File: config.mk
export PLATFORM = sky130hd
export DESIGN_NAME = muldiv_seq
export DESIGN_NICKNAME = d
export VERILOG_FILES = /design/src/rtl/muldiv_pkg.sv /design/src/rtl/div_step.sv /design/src/rtl/muldiv_seq.sv
export SDC_FILE = /design/constraint.sdc
export NUM_CORES = 2
export LEC_CHECK = 0
export ABC_AREA = 0
export CORE_MARGIN = 4
export CORE_UTILIZATION = 60
export DETAILED_ROUTE_END_ITERATION = 7
export GPL_TIMING_DRIVEN = 0
export PLACE_DENSITY = 0.79
export SYNTH_ARGS = -nofsm -noshare
export SYNTH_HDL_FRONTEND = slang
export SYNTH_SLANG_ARGS = --single-unit
File: constraint.sdc
create_clock -name clock -period 23.9 [get_ports clock]
set_clock_uncertainty 0.1 [all_clocks]
set_input_delay 4.78 -clock clock [delete_from_list [all_inputs] [get_ports clock]]
set_output_delay 4.78 -clock clock [all_outputs]
set_load 0.03 [all_outputs]
File: src/rtl/muldiv_pkg.sv
// Shared encodings, FSM states and constants for the A-stage multiply/divide sequencer.
// The divider is only built when MULDIV_DIV_EN is defined.
package muldiv_pkg;
  localparam int DATA_W = 32;

  localparam logic [5:0] OP_MUL  = 6'b000010;
  localparam logic [5:0] OP_MULH = 6'b000011;
  localparam logic [5:0] OP_DIV  = 6'b000100;
  localparam logic [5:0] OP_DIVU = 6'b000101;
  localparam logic [5:0] OP_REM  = 6'b000110;
  localparam logic [5:0] OP_REMU = 6'b000111;

  localparam int DIV_ITERS = 32;
  localparam int ITER_W    = $clog2(DIV_ITERS);
  localparam int CNT_W     = 4;

  localparam logic [DATA_W-1:0] DIV0_QUO   = 32'hFFFF_FFFF;
  localparam logic [DATA_W-1:0] OVF_QUO    = 32'h8000_0000;
  localparam logic [DATA_W-1:0] OVF_REM    = 32'h0000_0000;
  localparam logic [DATA_W-1:0] SIGNED_MIN = 32'h8000_0000;
  localparam logic [DATA_W-1:0] NEG_ONE    = 32'hFFFF_FFFF;

  typedef enum logic [1:0] {IDLE, MUL, DIV, DONE} state_t;
endpackage

File: src/rtl/div_step.sv
// One combinational restoring-division step on unsigned magnitudes: the dividend
// bits shift out of the quotient register while quotient bits shift in.
module div_step
  import muldiv_pkg::*;
(
  input  logic [DATA_W-1:0] rem,
  input  logic [DATA_W-1:0] quo,
  input  logic [DATA_W-1:0] dvs,
  output logic [DATA_W-1:0] rem_next,
  output logic [DATA_W-1:0] quo_next
);
  logic [DATA_W:0] shifted;
  logic [DATA_W:0] diff;
  logic            fits;

  // rem < dvs always holds, so a set top bit of diff means the trial subtraction borrowed
  always_comb begin
    shifted  = {rem, quo[DATA_W-1]};
    diff     = shifted - {1'b0, dvs};
    fits     = ~diff[DATA_W];
    rem_next = fits ? diff[DATA_W-1:0] : shifted[DATA_W-1:0];
    quo_next = {quo[DATA_W-2:0], fits};
  end
endmodule

File: src/rtl/muldiv_seq.sv
// Multi-cycle MUL/MULH sequencer (and radix-2 DIV/REM when MULDIV_DIV_EN is defined)
// that stalls the A stage and presents its result for the cycle the A/C register captures it.
module muldiv_seq
  import muldiv_pkg::*;
#(
  parameter int MUL_LATENCY = 4
) (
  input  logic              clock,
  input  logic              reset,
  input  logic [5:0]        da_ALU_Control,
  input  logic [DATA_W-1:0] alu_in1,
  input  logic [DATA_W-1:0] alu_in2,
  input  logic              dcache_stall,
  input  logic              icache_stall,
  input  logic              md_flush,
  output logic              md_stall,
  output logic              md_done,
  output logic              md_busy,
  output logic [DATA_W-1:0] md_result
);
  state_t                   state, state_nxt;
  logic [CNT_W-1:0]         cnt;
  logic                     is_mul_op, is_div_op, is_md, start;
  logic signed [63:0]       a_ext, b_ext, prod;
  logic                     mulh_q;
  logic [DATA_W-1:0]        done_val;

  assign is_mul_op = (da_ALU_Control == OP_MUL) || (da_ALU_Control == OP_MULH);
`ifdef MULDIV_DIV_EN
  assign is_div_op = da_ALU_Control inside {OP_DIV, OP_DIVU, OP_REM, OP_REMU};
`else
  assign is_div_op = 1'b0;
`endif
  assign is_md = is_mul_op || is_div_op;
  assign start = (state == IDLE) && is_md && !md_flush;
  assign a_ext = {{32{alu_in1[DATA_W-1]}}, alu_in1};
  assign b_ext = {{32{alu_in2[DATA_W-1]}}, alu_in2};

`ifdef MULDIV_DIV_EN
  logic [ITER_W-1:0] iter;
  logic [DATA_W-1:0] div_rem, div_quo, div_dvs, rem_nxt, quo_nxt, special_val;
  logic              div_signed, div_zero, div_ovf, div_special, rem_q, neg_q, neg_r;

  function automatic logic [DATA_W-1:0] magnitude(input logic [DATA_W-1:0] v, input logic sgn);
    return (sgn && v[DATA_W-1]) ? -v : v;
  endfunction

  function automatic logic [DATA_W-1:0] apply_sign(input logic [DATA_W-1:0] v, input logic neg);
    return neg ? -v : v;
  endfunction

  // Bit 0 of the op code selects unsigned, bit 1 selects remainder
  assign div_signed  = ~da_ALU_Control[0];
  assign div_zero    = (alu_in2 == '0);
  assign div_ovf     = div_signed && (alu_in1 == SIGNED_MIN) && (alu_in2 == NEG_ONE);
  assign div_special = div_zero || div_ovf;
  assign special_val = div_zero ? (da_ALU_Control[1] ? alu_in1 : DIV0_QUO)
                                : (da_ALU_Control[1] ? OVF_REM : OVF_QUO);

  div_step u_div_step (
    .rem      (div_rem),
    .quo      (div_quo),
    .dvs      (div_dvs),
    .rem_next (rem_nxt),
    .quo_next (quo_nxt)
  );

  always_ff @(posedge clock) begin
    if (start) begin
      rem_q   <= da_ALU_Control[1];
      neg_q   <= div_signed && (alu_in1[DATA_W-1] ^ alu_in2[DATA_W-1]);
      neg_r   <= div_signed && alu_in1[DATA_W-1];
      div_rem <= '0;
      div_quo <= magnitude(alu_in1, div_signed);
      div_dvs <= magnitude(alu_in2, div_signed);
    end else if (state == DIV) begin
      div_rem <= rem_nxt;
      div_quo <= quo_nxt;
    end
  end
`endif

  always_comb begin
    state_nxt = state;
    if (md_flush) begin
      state_nxt = IDLE;
    end else begin
      case (state)
        IDLE: if (is_md) begin
`ifdef MULDIV_DIV_EN
          if (is_mul_op)        state_nxt = MUL;
          else if (div_special) state_nxt = DONE;
          else                  state_nxt = DIV;
`else
          state_nxt = MUL;
`endif
        end
        MUL: if (cnt == CNT_W'(1)) state_nxt = DONE;
`ifdef MULDIV_DIV_EN
        DIV: if (iter == ITER_W'(DIV_ITERS - 1)) state_nxt = DONE;
`endif
        DONE: if (!(dcache_stall || icache_stall)) state_nxt = IDLE;
        default: state_nxt = IDLE;
      endcase
    end
  end

  always_comb begin
    md_stall = is_md && (state != DONE) && !md_flush;
    md_busy  = (state == MUL) || (state == DIV);
    md_done  = (state == DONE);
  end

  // Value loaded into md_result on the edge that enters DONE
  always_comb begin
    done_val = md_result;
    case (state)
      MUL: done_val = mulh_q ? prod[63:32] : prod[31:0];
`ifdef MULDIV_DIV_EN
      DIV:  done_val = rem_q ? apply_sign(rem_nxt, neg_r) : apply_sign(quo_nxt, neg_q);
      IDLE: done_val = special_val;
`endif
      default: ;
    endcase
  end

  // Operand capture stage: product registered at accept
  always_ff @(posedge clock) begin
    if (start) begin
      mulh_q <= (da_ALU_Control == OP_MULH);
      prod   <= a_ext * b_ext;
    end
  end

  // Control and result register
  always_ff @(posedge clock) begin
    if (reset) begin
      state     <= IDLE;
      cnt       <= '0;
      md_result <= '0;
`ifdef MULDIV_DIV_EN
      iter      <= '0;
`endif
    end else begin
      state <= state_nxt;
      if (start && is_mul_op)
        cnt <= CNT_W'(MUL_LATENCY - 1);
      else if (state == MUL && cnt != CNT_W'(1))
        cnt <= cnt - 1'b1;
`ifdef MULDIV_DIV_EN
      if (start)
        iter <= '0;
      else if (state == DIV)
        iter <= iter + 1'b1;
`endif
      if (state_nxt == DONE && state != DONE)
        md_result <= done_val;
    end
  end
endmodule

* After elaboration in Yosys (flattened, before gate mapping) *
Cells that the tools add are included.
W data, S select, Z words.

storage, ports and cells
  latch bits = 0
  bits in writable memories = 0
  word-level logic and storage cells = 40
  memory bits (read-only) = 0
  memories = 0
  output and inout bits = 35
  input bits = 75
  bits in registers = 103

cells by class
  shift-type cells = 0
  add/subtract/negate cells = 1
  div/mod/pow operators = 0
  bitwise gates (word level) = 0
  multipliers = 1
  mux-type cells = 8
  $lt $le $gt $ge = 0
  reduce and logical (&&, ||, !) cells = 15
  eq/ne operators = 9

operator list
  cell                   number
  $mul A32 B32 Y64       1
  $mux W32               1
  $eq A6 B2 Y1 const B   2
  $mux W2                6
  $logic_and A1 B1 Y1    7
  $eq A2 B2 Y1 const B   3
  $pmux W2 S3            1
  $eq A4 B1 Y1 const B   1
  $ne A4 B1 Y1 const B   1
  $sub A4 B1 Y4 const B  1
  $logic_or A1 B1 Y1     3
  $eq A2 B1 Y1 const B   1
  $logic_not A2 Y1       1
  $ne A2 B2 Y1 const B   1
  $reduce_and A2 Y1      1
  $reduce_bool A2 Y1     1
  $reduce_or A2 Y1       1
  $logic_not A1 Y1       1

* Longest topological paths before layout *
  depth in word-level cells = 8
  gate-level depth with buffers = 28
  gate-level depth less buffers = 27

* Worst setup path before layout *
No wires, ideal clock.

  kind = input port to flip-flop
  from = in alu_in1[31]
  to = reg prod[63], data pin
  library setup time = 260 ps
  stages on the path = 25
  required time = 23540 ps
  slack = 11724 ps
  data arrival time = 11816 ps
  buffers on the path = 1
  cell sequence = clkbuf_1 -> nand2_1 -> inv_1 -> fa_1 -> inv_1 -> fa_1 -> fa_1 -> inv_1 -> fa_1 -> inv_1 -> fa_1 -> inv_1 -> fa_1 -> fa_1 -> inv_1 -> fa_1 -> inv_1 -> ha_1 -> and4_1 -> a311oi_1 -> a221oi_1 -> a221oi_2 -> o21ai_1 -> o221ai_2 -> xnor2_1

between the ends
  cells in the longest elaborated chain, start to end = 1

RTL lines
  what                    line               source
  start: declaration      muldiv_seq.sv:11   input logic [DATA_W-1:0] alu_in1,
  $mul A32 B32 Y64        muldiv_seq.sv:131  prod <= a_ext * b_ext;
  end signal: assignment  muldiv_seq.sv:131
  end: declaration        muldiv_seq.sv:24   logic signed [63:0] a_ext, b_ext, prod;

No other way between the ends.
A chain may end at the register's enable or synchronous reset.

* Final worst setup path *
  from = in alu_in2[8]
  to = reg prod[63], data pin

between the ends
  cells in the longest elaborated chain, start to end = 1

RTL lines
  what                line               source
  start: declaration  muldiv_seq.sv:12   input logic [DATA_W-1:0] alu_in2,
  $mul A32 B32 Y64    muldiv_seq.sv:131

No other way between the ends.

==> summary.md <==
| Metric | Value |
|---|---|
| DR DRC count | 0 |
| Wirelength, routed | 143.4 mm |
| Slew margin rel. | 0.1229 |
| Non-filler cells, final | 5156 |
| Crit path arrival time | 14.47 ns |
| Post-synth ARST share | 0 |
| Clock latency at the later pin of the worst-skew pair | 0.34 ns |
| # Post-CTS Setup Buffers | 0 |
| Pins Over Slew Limit | 0 |
| WS Path Type | input port to flip-flop |
| Synth unique cells | 72 |
| Vias/cell | 6.001 |
| GP Congestion | 1.090 |
| Worst slew pin tran | 1.316 ns |
| EDFF count, synth | 65 |
| Die footprint | 0.07102 mm^2 |
| Multi-input logic area | 0.03285 mm^2 |
| TritonCTS Buffers | 9 |
| Tightest Hold Check Type | flip-flop to flip-flop |
| Post-DP HPWL | 118.5 mm |
| Die Y-Extent | 266.5 um |
| Post-Syn Nets | 5492 |
| Maxcap violations | 0 |
| FP Rows | 94 |
| Worst Hold Path Cells | 2 |
| Clk sinks | 103 |
| Vias in the first global route | 32800 |
| Synthesized area | 0.04009 mm^2 |
| PortBufs | 108 |
| Final hold violations | 0 |
| PnR worst setup slack | 9.419 ns |
| Setup crit start kind | input port |
| CTS H-tree lvls | 3 |
| Num ports | 110 |
| Register area share after synthesis | 0.06766 |
| Total GRT Usage | 0.4132 |
| Layout Nets | 5612 |
| Setup violators final | 0 |
| Most frequent cells in the layout | fa_1 (1081), inv_1 (974), nand2_1 (520) |
| CP endpoint kind | flip-flop |
| Final Cycle Share | 0.6059 |
| Mapped Cells | 4145 |
| Yosys warns | 0 |
| Drt wl/cell | 27.82 um |
| Largest net degree at the start of global routing | 40 |
| Syn avg cell area | 9.672 um^2 |
| First-pass GRT wire length | 208.6 mm |
| Outcome | finished clean |
| Fill count | 5532 |
| ANT nets after route | 0 |
| DP Worst Slack | 9.378 ns |
| DR iter-0 viols | 3676 |
| P&R area growth vs syn | 6.392% |
| Max Root-Sink Buffers | 2 |
| Period minus WS final | 14.48 ns |
| Crit-path max FO | 16 |
| Floorplan core area | 0.06598 mm^2 |
| Die width | 266.5 um |
| CP Data Required Time | 23.89 ns |
| Placed insts | 5118 |
| Maximum clock frequency | 69.06 MHz |
| FF-to-FF End | md_result[10] |
| Post-CTS resize count | 0 |
| RSZ-0062 raised after global routing | no |
| Hold Crit Start | md_result[22] |
| GR Overflow Total | 0 |
| Most common cell after layout, fill and taps aside | fa_1 |
| Worst flop-to-flop path startpoint | cnt[0] |
| Final TNS setup | 0 ns |
| Root Buffer | clkbuf_16 |
| Reg2Reg Depth | 7 |
| Via count | 30940 |
| Synth Register Bits | 103 |
| Effective utilization at floorplan | 0.6076 |
| Register cell area after layout | 0.002713 mm^2 |
| Cts hold-fix bufs | 0 |
| Initial antenna violation count | 16 |
| DRT Pass-1 Iters | 6 |
| Hold Crit Endpoint | md_result[22] |
| Most common flop cell mapped by yosys | edfxtp_1 |
| FF-to-FF setup slack | 21.28 ns |
| Share of post-route cells with drive strength above 1 | 0.01311 |
| Clock transition at path regs | 0.07 ns |
| CTS tree | yes |
## critical path, cell delays in order
cell and delay, ns:
clkdlybuf4s50_1 0.63, clkbuf_1 0.98, nand2_1 0.33, fa_1 0.73
fa_1 0.50, fa_1 0.60, inv_1 0.07, fa_2 1.01
inv_1 0.23, fa_1 0.53, inv_1 0.06, fa_1 0.51
fa_1 0.63, inv_1 0.10, fa_1 0.52, inv_1 0.04
ha_1 0.40, and4_1 0.28, a311oi_1 0.10, a221oi_1 0.42
a221oi_2 0.17, o21ai_1 0.27, o221ai_2 0.16, xnor2_1 0.39
## metal layers
layer  wire length (um)  GRT usage  vias to the layer above
met2              61830     0.6071                     2194
met3              18210     0.1222                      668
li1                   -          -                    12280
met5                 43          0                        -
met4              14500     0.3185                        6
met1              48850     0.5178                    15800
## final cells by class
class | instances | area share
buffer | 224 | 0.02068
clock inverter | 7 | 0.002112
inverter | 974 | 0.08571
sequential | 103 | 0.06359
clock buffer | 9 | 0.005280
tap | 864 | 0.02534
antenna | 22 | 0.001291
multi-input combinational | 2844 | 0.7702
timing repair buffer | 109 | 0.02581
## cell families (layout without fill, tap and decap cells)
| group | count (synthesis) | after routing | synth area share |
|---|---|---|---|
| AND/OR/NAND/NOR | 1225 | 1225 | 0.1541 |
| buffers and inverters | 1198 | 1323 | 0.1132 |
| other | 0 | 22 | 0 |
| XOR/XNOR | 74 | 74 | 0.01617 |
| multiplexers | 35 | 35 | 0.008770 |
| adder cells (fa/ha/maj) | 1272 | 1272 | 0.5996 |
| flip-flops | 103 | 103 | 0.06766 |
| AO/OA/AOI/OAI | 238 | 238 | 0.04054 |
## through the flow
step	hold WS, ns	util	cell area [um^2]
after floorplan	0.3862	-	40090
after global placement	0.3864	0.6404	42250
after detailed placement	0.3948	0.6409	42280
after CTS	0.4046	0.6456	42600
after global routing	0.4156	0.6458	42610
final	0.4049	0.6465	42650
## cells in the mapped netlist (25+ instances only)
library cell | instances | area share
a21o_1 | 25 | 0.0047
ha_1 | 190 | 0.059
nor2_1 | 79 | 0.0074
fa_1 | 1082 | 0.54
xor2_1 | 28 | 0.0061
inv_1 | 974 | 0.091
a21oi_1 | 71 | 0.0089
xnor2_1 | 46 | 0.010
dfxtp_1 | 38 | 0.019
a211oi_1 | 38 | 0.0071
edfxtp_1 | 65 | 0.049
clkbuf_1 | 211 | 0.020
nand2_1 | 520 | 0.049
nor2b_1 | 26 | 0.0041
mux2i_1 | 34 | 0.0085
and2_1 | 519 | 0.081
## state kept, by name (all words and copies together) (netlist names)
| name | count |
|---|---|
| cnt | 4 |
| md_result | 32 |
| mulh_q | 1 |
| prod | 64 |
| state | 2 |
## how the worst max path moves through the flow
stage / startpoint / end / depth (start not counted)
finish: alu_in2[8] / prod[63] / 24
global route: alu_in2[8] / prod[63] / 23
CTS: alu_in2[5] / prod[63] / 26
detailed placement: alu_in2[5] / prod[63] / 26
global placement: alu_in2[5] / prod[63] / 26
floorplan: alu_in1[31] / prod[63] / 25
Power is left out: the tool's default activity adds up to more than one toggle a clock period on the data nets, which glitch-free logic cannot reach.
